`config.mk`:
```
export PLATFORM = sky130hd
export DESIGN_NAME = ctr_step_sched
export DESIGN_NICKNAME = d
export VERILOG_FILES = /design/src/rtl/ctr_step_sched.sv
export SDC_FILE = /design/constraint.sdc
export NUM_CORES = 1
export LEC_CHECK = 0
export ABC_AREA = 1
export BUFFER_PORTS_ARGS = -buffer_cell sky130_fd_sc_hd__buf_4
export CORE_MARGIN = 1.5
export CORE_UTILIZATION = 51
export CTS_CLUSTER_SIZE = 10
export DETAILED_ROUTE_END_ITERATION = 7
export GPL_TIMING_DRIVEN = 0
export PLACE_DENSITY_LB_ADDON = 0.1
export SYNTH_ARGS = -nofsm -noshare
export SYNTH_HDL_FRONTEND = slang
export SYNTH_SLANG_ARGS = --single-unit
```
`constraint.sdc`:
```
create_clock -name clk -period 1.5 [get_ports clk]
set_input_delay 0.15 -clock clk [delete_from_list [all_inputs] [get_ports clk]]
set_output_delay 0.15 -clock clk [all_outputs]
set_load 0.01 [all_outputs]
```
`src/rtl/ctr_step_sched.sv`:
```
// Round-robin scheduler that shares an up/down step counter datapath between an
// increment and a decrement requester, keeping a shadow count to refuse out-of-range steps.
module ctr_step_sched #(
    parameter int unsigned MAXV = 20,
    parameter int unsigned W    = 5
) (
    input  logic         clk,
    input  logic         rst,
    input  logic         up_req,
    output logic         up_ack,
    output logic         up_nak,
    input  logic         dn_req,
    output logic         dn_ack,
    output logic         dn_nak,
    input  logic         clr,
    output logic         ct,
    output logic         cn,
    output logic         ctr_rst,
    output logic [W-1:0] level,
    output logic         full,
    output logic         empty
);

    localparam logic [W-1:0] MAX_LVL = W'(MAXV);

    typedef enum logic [2:0] {
        IDLE,
        ISSUE,
        REFUSE,
        CLEAR,
        RELEASE
    } state_e;

    state_e       state_q, state_d;
    logic [W-1:0] level_q, level_d;
    logic         rr_q, rr_d;
    logic         sel_dn_q, sel_dn_d;
    logic         clr_pend_q, clr_pend_d;
    logic         ct_q, ct_d;
    logic         cn_q, cn_d;
    logic         ctr_rst_q, ctr_rst_d;
    logic         up_ack_q, up_ack_d;
    logic         up_nak_q, up_nak_d;
    logic         dn_ack_q, dn_ack_d;
    logic         dn_nak_q, dn_nak_d;

    // rr_q = 1 gives the decrement side priority when both requests are high
    logic pick_dn_c;
    logic legal_c;
    logic served_req_c;

    assign pick_dn_c    = dn_req & (~up_req | rr_q);
    assign legal_c      = pick_dn_c ? (level_q != '0) : (level_q < MAX_LVL);
    assign served_req_c = sel_dn_q ? dn_req : up_req;

    // State and registered outputs
    always_ff @(posedge clk or negedge rst) begin
        if (!rst) begin
            state_q    <= IDLE;
            level_q    <= '0;
            rr_q       <= 1'b0;
            sel_dn_q   <= 1'b0;
            clr_pend_q <= 1'b0;
            ct_q       <= 1'b0;
            cn_q       <= 1'b0;
            ctr_rst_q  <= 1'b1;
            up_ack_q   <= 1'b0;
            up_nak_q   <= 1'b0;
            dn_ack_q   <= 1'b0;
            dn_nak_q   <= 1'b0;
        end else begin
            state_q    <= state_d;
            level_q    <= level_d;
            rr_q       <= rr_d;
            sel_dn_q   <= sel_dn_d;
            clr_pend_q <= clr_pend_d;
            ct_q       <= ct_d;
            cn_q       <= cn_d;
            ctr_rst_q  <= ctr_rst_d;
            up_ack_q   <= up_ack_d;
            up_nak_q   <= up_nak_d;
            dn_ack_q   <= dn_ack_d;
            dn_nak_q   <= dn_nak_d;
        end
    end

    // Next state; output pulses are computed one cycle ahead so they align with the state
    always_comb begin
        state_d    = state_q;
        level_d    = level_q;
        rr_d       = rr_q;
        sel_dn_d   = sel_dn_q;
        clr_pend_d = clr_pend_q | clr;
        ct_d       = 1'b0;
        cn_d       = 1'b0;
        ctr_rst_d  = 1'b1;
        up_ack_d   = 1'b0;
        up_nak_d   = 1'b0;
        dn_ack_d   = 1'b0;
        dn_nak_d   = 1'b0;

        case (state_q)
            IDLE: begin
                if (clr_pend_q || clr) begin
                    state_d    = CLEAR;
                    ctr_rst_d  = 1'b0;
                    clr_pend_d = 1'b0;
                end else if (up_req || dn_req) begin
                    sel_dn_d = pick_dn_c;
                    rr_d     = ~pick_dn_c;
                    if (legal_c) begin
                        state_d  = ISSUE;
                        cn_d     = 1'b1;
                        ct_d     = pick_dn_c;
                        up_ack_d = ~pick_dn_c;
                        dn_ack_d = pick_dn_c;
                    end else begin
                        state_d  = REFUSE;
                        up_nak_d = ~pick_dn_c;
                        dn_nak_d = pick_dn_c;
                    end
                end
            end
            ISSUE: begin
                level_d = sel_dn_q ? (level_q - W'(1)) : (level_q + W'(1));
                state_d = RELEASE;
            end
            REFUSE: begin
                state_d = RELEASE;
            end
            CLEAR: begin
                level_d = '0;
                state_d = IDLE;
            end
            RELEASE: begin
                if (!served_req_c) begin
                    state_d = IDLE;
                end
            end
            default: begin
                state_d = IDLE;
            end
        endcase
    end

    assign ct      = ct_q;
    assign cn      = cn_q;
    assign ctr_rst = ctr_rst_q;
    assign up_ack  = up_ack_q;
    assign up_nak  = up_nak_q;
    assign dn_ack  = dn_ack_q;
    assign dn_nak  = dn_nak_q;
    assign level   = level_q;
    assign full    = (level_q == MAX_LVL);
    assign empty   = (level_q == '0);

endmodule

```
==> impl_table.tex, run 1 <==
\begin{tabular}{lr}
\hline
Metric & Value \\
\hline
\multicolumn{2}{l}{\textbf{Yosys}} \\
\quad Post-synthesis sequential element count & 17 \\
\quad Syn. warnings & 0 \\
\quad Mapped cell area & 876 um\^{}2 \\
\quad Mapped Avg Cell Area & 8.59 um\^{}2 \\
\quad Post-synth EDFFs & 0 \\
\quad Register area share after synthesis & 0.487 \\
\quad Proportion of netlist area held by the largest area contributor & 0.457 \\
\quad Biggest area contributors in the synthesized netlist & dfrtp\_1, nand2\_1, nand3\_1 \\
\quad Largest area contributor in the netlist & dfrtp\_1 \\
\quad Number of cells produced by synthesis & 102 \\
\quad Primary FF master, synth & dfrtp\_1 \\
\quad Distinct cell type count of the synthesized netlist & 23 \\
\quad Share of synthesized registers carrying an async set or reset & 1.00 \\
\quad Post-Synthesis Net Count & 111 \\
\multicolumn{2}{l}{\textbf{Timing}} \\
\quad Slew Limit Headroom & 0.815 \\
\quad Final number of setup-violating endpoints & 0 \\
\quad Post-Route Skew & 0.00410 ns \\
\quad Final TNS setup & 0 ns \\
\quad Tcrit/Tclk final & 0.927 \\
\quad Shortest period the worst path allows & 1.39 ns \\
\quad Hold Fails Final Rpt & 0 \\
\quad RSZ-0062 raised after global routing & no \\
\quad Slew Viols, Final & 0 \\
\quad Tightest Pin Transition & 0.276 ns \\
\quad Fmax achieved & 719 MHz \\
\multicolumn{2}{l}{\textbf{Critical path}} \\
\quad Peak fanout along the critical path & 6 \\
\quad Count of buffering cells on the critical path with inverters included & 2 \\
\quad CP Capture Type & output port \\
\quad Sequence of cells on the critical path & nor2\_1, nand3\_1, inv\_1, buf\_4 \\
\quad Startpoint class of the critical path & flip-flop \\
\quad Delay of the slowest cell on the worst path & 0.46 ns \\
\quad Data required time at the worst endpoint & 1.35 ns \\
\quad Data arrival at the endpoint of the critical path & 1.24 ns \\
\quad Top delay family on crit path & flip-flops \\
\quad Critical Setup Path Class & flip-flop to output port \\
\quad Cell with the largest stage delay on the worst path & dfrtp\_1 \\
\multicolumn{2}{l}{\textbf{Placed design}} \\
\quad Placer's final routability congestion estimate & 0.829 \\
\quad DP Wirelength & 1.26 mm \\
\quad IO Port Bufs & 18 \\
\multicolumn{2}{l}{\textbf{Global route}} \\
\quad GRT Residual Overflow & 0 \\
\quad Initial antenna violation count & 0 \\
\quad Maximum number of pins on one net before global-route repair & 18 \\
\quad Global-route wire length before repair & 2.70 mm \\
\quad Total global routing track utilization & 0.192 \\
\quad Vias in the first global route & 695 \\
\multicolumn{2}{l}{\textbf{Pwr}} \\
\quad Overall power of the completed layout & 0.00201 W \\
\quad Leakage & 0.601 nW \\
\quad Worst IR drop on VDD & 0.00126 V \\
\quad Total power divided by cell area & 1880 mW/mm\^{}2 \\
\multicolumn{2}{l}{\textbf{Route}} \\
\quad Count of TritonRoute iterations in the first routing pass & 6 \\
\quad Iteration-0 DRC count of the detailed router & 17 \\
\quad Post-detailed-route DRC marker count & 0 \\
\quad Post-route antenna net violation count & 0 \\
\quad Final wirelength & 1.63 mm \\
\quad Number of vias per cell & 5.07 \\
\quad Via Count & 715 \\
\quad Wire per inst & 11.5 um \\
\multicolumn{2}{l}{\textbf{Clock tree}} \\
\quad Clock Path Buffers & 2 \\
\quad Post-CTS setup buffer count & 0 \\
\quad Clock transition at the register clock pins on the worst setup and hold paths after CTS & 0.10 ns \\
\quad Sink count of the clock tree & 17 \\
\quad Level count of the clock H-tree & 1 \\
\quad Worst-Skew Late Latency & 0.29 ns \\
\quad TritonCTS clock tree & done \\
\quad Total clock buffers created by CTS & 3 \\
\quad Clock Tree Root & clkbuf\_4 \\
\multicolumn{2}{l}{\textbf{Floorplan}} \\
\quad Row cnt & 14 \\
\quad Overall die area & 0.00197 mm\^{}2 \\
\quad I/O pins & 19 \\
\quad Die Span Y & 44.4 um \\
\quad Placeable core region & 0.00156 mm\^{}2 \\
\quad Effective utilization at floorplan & 0.562 \\
\quad Die width & 44.4 um \\
\multicolumn{2}{l}{\textbf{Job}} \\
\quad Total of max-cap violations & 0 \\
\multicolumn{2}{l}{\textbf{Hold path}} \\
\quad Worst min-delay path category & input pin to flip-flop \\
\multicolumn{2}{l}{\textbf{Finish}} \\
\quad Area added between synthesis and finish & 22.1\% \\
\quad Share of cells above drive strength 1 & 0.320 \\
\quad N\_diodes & 0 \\
\quad Final layout net count & 135 \\
\multicolumn{2}{l}{\textbf{Outcome}} \\
\quad Run status & completed \\
\hline
\end{tabular}
## logic make-up after synthesis
| kind of cell | share of synthesized area |
|---|---|
| buf+inv | 0.0657 |
| fa+ha+maj | 0.0657 |
| xor+xnor | 0.0100 |
| compound gates | 0.0543 |
| flops | 0.487 |
| simple gates | 0.317 |
## power by group
group	internal, W	switching [W]	total [W]
clock	0.000104	0.000141	0.000245
sequential	0.000624	0.000182	0.000807
combinational	0.000417	0.000545	0.000962
## worst paths after layout
| path | depth (start not counted) | to | slack [ns] | start |
|---|---|---|---|---|
| setup / recovery | 4 | empty | 0.11 | level[1] |
| hold / removal | 3 | clr_pend_q | 0.13 | clr |
| setup reg to reg | 5 | level[4] | 0.11 | level[0] |
| hold reg to reg | 2 | clr_pend_q | 0.53 | clr_pend_q |
| max in group asynchronous | 2 | ctr_rst | 1.00 | rst |
| min in group asynchronous | 2 | dn_ack | 0.25 | rst |
## metrics by stage
stage	setup slack (ns)	util	area, um^2	cells	hold slack, ns
finish	0.109	0.686	1070	141	0.133
global route	0.0125	0.686	1070	141	0.145
CTS	0.0808	0.685	1070	141	0.131
detailed placement	0.0965	0.661	1030	136	0.0258
global placement	0.125	0.661	1030	136	0.0204
floorplan	0.156	-	876	102	-0.146
## layout by cell type (no fill, tap or decap), drive strengths merged
cell         Yosys  layout
nand3           10      10
nand3b           2       2
a22o             1       1
fa               1       1
nand2           31      31
nor2            14      14
clkbuf           0       4
xnor2            1       1
dfstp            1       1
inv             12      12
dlygate4sd3      0       1
clkinv           1       1
buf              1      19
ha               3       3
a21oi            2       2
dfrtp           16      16
o21ai            5       5
nor4             1       1
## cell type report
| cell class | instances | area [um^2] |
|---|---|---|
| multi-input combinational | 71 | 392 |
| buffer | 1 | 7.51 |
| timing repair buffer | 19 | 145 |
| tap | 16 | 20.0 |
| fill | 132 | 489 |
| inverter | 13 | 50.0 |
| sequential | 17 | 429 |
| clock buffer | 4 | 26.3 |
## layer usage
metal,GRT usage,vias up,wire length [um]
met4,0.103,0,38
met2,0.324,13,800
met1,0.227,329,736
li1,-,368,-
met5,0,-,0
met3,0.0408,5,50
## cell usage after synthesis, types with 2 or more instances
cell	count
nand3_1	10
inv_1	10
nand3b_1	2
nand2_1	27
a21oi_1	2
inv_2	2
nand2_2	3
o21ai_1	3
dfrtp_1	16
nor2_2	6
nor2_1	7
ha_1	3
## state kept, by name, indices dropped and copies added, names as in the netlist
register and count:
ctr_rst 1, rr_q 1, clr_pend_q 1, level 5
up_nak 1, dn_nak 1, state_q 3, dn_ack 1
up_ack 1, cn 1, sel_dn_q 1
## tightest hold or removal path, delay by kind of cell
kind | cells | cell delay [ns]
buf+inv | 1 | 0.08
simple gates | 2 | 0.16
## timing repair
item                                    in CTS  in global routing
hold buffers                                 1                  0
endpoints found under the setup margin       0                  2
hold endpoints to repair                    17                  0
gates resized for setup                      0                  2
(Power assumes the default switching activity.)
==> inputs of run 2 (changes only) <==
- ABC_AREA: 1 -> not set
- CORE_MARGIN: 1.5 -> 8
==> impl_table.tex, run 2 <==
\begin{tabular}{lr}
\hline
Metric & Value \\
\hline
\multicolumn{2}{l}{\textbf{Finish}} \\
\quad Commonest non-fill, non-tap cells in the layout & buf\_4, dfrtp\_1, nand2\_1 (was nand2\_1, buf\_4, dfrtp\_1) \\
\quad Number of flip-flops in the largest register & 5 (unchanged) \\
\quad Multi-input gate area in the final layout & 443 um\^{}2 (was 392 um\^{}2) \\
\quad Share of cells above drive strength 1 & 0.486 (was 0.320) \\
\quad Final layout net count & 115 (was 135) \\
\quad Area occupied by registers & 432 um\^{}2 (was 429 um\^{}2) \\
\quad Area added between synthesis and finish & 32.9\% (was 22.1\%) \\
\quad Share of the core filled with cells in the final layout & 0.733 (was 0.686) \\
\quad Total of fill cells in the finished design & 119 (was 132) \\
\quad Most common cell after layout, fill and taps aside & buf\_4 (was nand2\_1) \\
\quad N\_diodes & 0 (unchanged) \\
\multicolumn{2}{l}{\textbf{Timing}} \\
\quad Hold Fails Final Rpt & 0 (unchanged) \\
\quad Fmax achieved & 586 MHz (was 719 MHz) \\
\quad Tcrit/Tclk final & 1.14 (was 0.927) \\
\quad Shortest period the worst path allows & 1.71 ns (was 1.39 ns) \\
\quad Final worst slack & -0.207 ns (was 0.109 ns) \\
\quad Tightest Pin Transition & 0.516 ns (was 0.276 ns) \\
\quad Slew Viols, Final & 0 (unchanged) \\
\quad RSZ-0062 raised after global routing & yes (was no) \\
\quad Slew Limit Headroom & 0.652 (was 0.815) \\
\quad Worst hold slack & 0.111 ns (was 0.133 ns) \\
\quad Final number of setup-violating endpoints & 6 (was 0) \\
\quad Post-Route Skew & 0.00153 ns (was 0.00410 ns) \\
\multicolumn{2}{l}{\textbf{Clock tree}} \\
\quad Worst-Skew Late Latency & 0.30 ns (was 0.29 ns) \\
\quad Level count of the clock H-tree & 1 (unchanged) \\
\quad Clock transition at the register clock pins on the worst setup and hold paths after CTS & 0.10 ns (about the same) \\
\quad Sink count of the clock tree & 17 (unchanged) \\
\quad Clock Tree Root & clkbuf\_4 (unchanged) \\
\quad Total clock buffers created by CTS & 3 (unchanged) \\
\quad Clock Path Buffers & 2 (unchanged) \\
\quad TritonCTS clock tree & done (unchanged) \\
\multicolumn{2}{l}{\textbf{Floorplan}} \\
\quad Die Span Y & 56.6 um (was 44.4 um) \\
\quad Effective utilization at floorplan & 0.552 (was 0.562) \\
\quad I/O pins & 19 (unchanged) \\
\quad Overall die area & 0.00320 mm\^{}2 (was 0.00197 mm\^{}2) \\
\quad Placeable core region & 0.00152 mm\^{}2 (was 0.00156 mm\^{}2) \\
\quad Row cnt & 14 (unchanged) \\
\quad Die width & 56.6 um (was 44.4 um) \\
\multicolumn{2}{l}{\textbf{Global route}} \\
\quad Global-route wire length before repair & 2.92 mm (was 2.70 mm) \\
\quad GRT Residual Overflow & 0 (unchanged) \\
\quad Total global routing track utilization & 0.113 (was 0.192) \\
\quad Maximum number of pins on one net before global-route repair & 18 (unchanged) \\
\quad Initial antenna violation count & 0 (unchanged) \\
\quad Vias in the first global route & 658 (was 695) \\
\multicolumn{2}{l}{\textbf{Yosys}} \\
\quad Most common cell in the synthesized netlist & dfrtp\_1 (was nand2\_1) \\
\quad Post-synthesis sequential element count & 17 (unchanged) \\
\quad Proportion of netlist area held by the largest area contributor & 0.476 (was 0.457) \\
\quad Number of cells produced by synthesis & 80 (was 102) \\
\quad Mapped cell area & 841 um\^{}2 (was 876 um\^{}2) \\
\quad Top cells by instance count after synthesis & dfrtp\_1, o21ai\_0, nand2\_1, nor2\_1 (was nand2\_1, dfrtp\_1, inv\_1, nand3\_1, nor2\_1) \\
\quad Largest area contributor in the netlist & dfrtp\_1 (unchanged) \\
\quad Register area share after synthesis & 0.507 (was 0.487) \\
\quad Post-Synthesis Net Count & 89 (was 111) \\
\quad Distinct cell type count of the synthesized netlist & 34 (was 23) \\
\quad Biggest area contributors in the synthesized netlist & dfrtp\_1, ha\_1, o21ai\_0 (was dfrtp\_1, nand2\_1, nand3\_1) \\
\quad Share of synthesized registers carrying an async set or reset & 1.00 (unchanged) \\
\quad Primary FF master, synth & dfrtp\_1 (unchanged) \\
\quad Post-synth EDFFs & 0 (unchanged) \\
\quad Mapped Avg Cell Area & 10.5 um\^{}2 (was 8.59 um\^{}2) \\
\quad Syn. warnings & 0 (unchanged) \\
\multicolumn{2}{l}{\textbf{Critical path}} \\
\quad Sequence of cells on the critical path & or2\_1, or4\_4, inv\_2, buf\_6 (was nor2\_1, nand3\_1, inv\_1, buf\_4) \\
\quad Data arrival at the endpoint of the critical path & 1.56 ns (was 1.24 ns) \\
\quad CP Capture Type & output port (unchanged) \\
\quad Peak fanout along the critical path & 2 (was 6) \\
\quad Cell with the largest stage delay on the worst path & or4\_4 (was dfrtp\_1) \\
\quad Delay of the slowest cell on the worst path & 0.43 ns (was 0.46 ns) \\
\quad Critical Setup Path Class & flip-flop to output port (unchanged) \\
\quad Data required time at the worst endpoint & 1.35 ns (about the same) \\
\quad Startpoint class of the critical path & flip-flop (unchanged) \\
\multicolumn{2}{l}{\textbf{Pwr}} \\
\quad Relative contribution of sequential cells to total power & 0.332 (was 0.401) \\
\quad Worst IR drop on VDD & 0.00123 V (was 0.00126 V) \\
\quad Cell Int Power & 0.00142 W (was 0.00114 W) \\
\quad Total power divided by cell area & 2170 mW/mm\^{}2 (was 1880 mW/mm\^{}2) \\
\quad Clock power share & 0.104 (was 0.122) \\
\quad Switching Share & 0.417 (was 0.431) \\
\quad Logic gate share of total power & 0.565 (was 0.478) \\
\quad Leakage & 0.528 nW (was 0.601 nW) \\
\quad Net Sw Power & 0.00101 W (was 0.000868 W) \\
\multicolumn{2}{l}{\textbf{Hold path}} \\
\quad Worst min-delay path category & input pin to flip-flop (unchanged) \\
\multicolumn{2}{l}{\textbf{Route}} \\
\quad Number of vias per cell & 5.58 (was 5.07) \\
\quad Wire per inst & 14.4 um (was 11.5 um) \\
\quad Count of TritonRoute iterations in the first routing pass & 4 (was 6) \\
\quad Post-route antenna net violation count & 0 (unchanged) \\
\quad Iteration-0 DRC count of the detailed router & 12 (was 17) \\
\quad Via Count & 675 (was 715) \\
\quad Final wirelength & 1.74 mm (was 1.63 mm) \\
\quad Post-detailed-route DRC marker count & 0 (unchanged) \\
\multicolumn{2}{l}{\textbf{Placed design}} \\
\quad IO Port Bufs & 18 (unchanged) \\
\quad Worst slack at placement & -0.0876 ns (was 0.0965 ns) \\
\quad Placer's final routability congestion estimate & 0.788 (was 0.829) \\
\quad DP Wirelength & 1.21 mm (was 1.26 mm) \\
\multicolumn{2}{l}{\textbf{Job}} \\
\quad Total of max-cap violations & 0 (unchanged) \\
\multicolumn{2}{l}{\textbf{Outcome}} \\
\quad Run status & finished with violations (was completed) \\
\quad Violations in the final reports & setup timing \\
\hline
\end{tabular}
## run 2: cell count changes in the layout (fill, tap and decap cells not counted), sizes merged, moves of 3 or more
cell	change
nand2	-25
or2	+3
inv	-9
nand3	-9
o21ai	+4
nor2	-8
buf	+4
nor3	+3
## run 2: worst paths after layout
check	start	to	slack (ns)	cells after the start
setup / recovery	level[1]	empty	-0.21	4
hold / removal	clr	clr_pend_q	0.11	3
setup reg to reg	level[1]	state_q[1]	-0.17	5
hold reg to reg	rr_q	rr_q	0.52	1
max in group asynchronous	rst	ctr_rst	1.01	2
min in group asynchronous	rst	up_ack	0.24	2
## run 2: metrics by stage
step / setup TNS (ns) / cells / instance area [um^2] / power, W
2_1_floorplan: -0.0469 / 80 / 843 / 0.00155
3_5_place_dp: -0.500 / 114 / 998 / 0.00188
5_1_grt: -1.11 / 121 / 1120 / 0.00263
6_report: -0.666 / 121 / 1120 / 0.00243
3_3_place_gp: -0.481 / 114 / 998 / 0.00187
4_1_cts: -0.623 / 121 / 1080 / 0.00230
## run 2: power by group through the flow
stage / sequential [W] / clock, W / combinational [W]
after floorplan: 0.000824 / 0 / 0.000724
after global placement: 0.000809 / 0 / 0.00106
after detailed placement: 0.000815 / 0 / 0.00107
after CTS: 0.000783 / 0.000258 / 0.00126
after global routing: 0.000839 / 0.000268 / 0.00152
final: 0.000805 / 0.000251 / 0.00137
## run 2: area by class of cell
type,instances,share of cell area
inverter,3,0.0101
sequential,17,0.386
buffer,2,0.0112
clock inverter,1,0.00448
multi-input combinational,57,0.396
clock buffer,3,0.0202
tap,16,0.0179
timing repair buffer,22,0.153
## run 2: repair_timing
item / in CTS / in global routing
setup buffers: 3 / 0
pin swaps: 5 / 1
hold endpoints to repair: 17 / 0
endpoints found under the setup margin: 10 / 11
gates resized for setup: 12 / 9
hold buffers: 1 / 0
## run 2: cell families (layout without fill, tap and decap cells)
family,count (synthesis),count (layout),share of synthesized area
fa+ha+maj,4,4,0.0685
mux,4,4,0.0506
flops,17,17,0.507
buf+inv,6,31,0.0327
xor+xnor,2,2,0.0208
compound gates,20,20,0.152
simple gates,27,27,0.168
## run 2: layer usage
layer | routed length (um) | vias to the layer above | track usage
li1 | - | 332 | -
met5 | 0 | - | 0
met2 | 824 | 16 | 0.176
met4 | 36 | 0 | 0.0584
met3 | 139 | 5 | 0.0427
met1 | 740 | 322 | 0.130
## run 2: worst max-delay path: cells and delay by family, from the launching register on
kind | cells | cell delay (ns)
buffers and inverters | 2 | 0.17
DFF | 1 | 0.41
and+or+nand+nor | 2 | 0.68
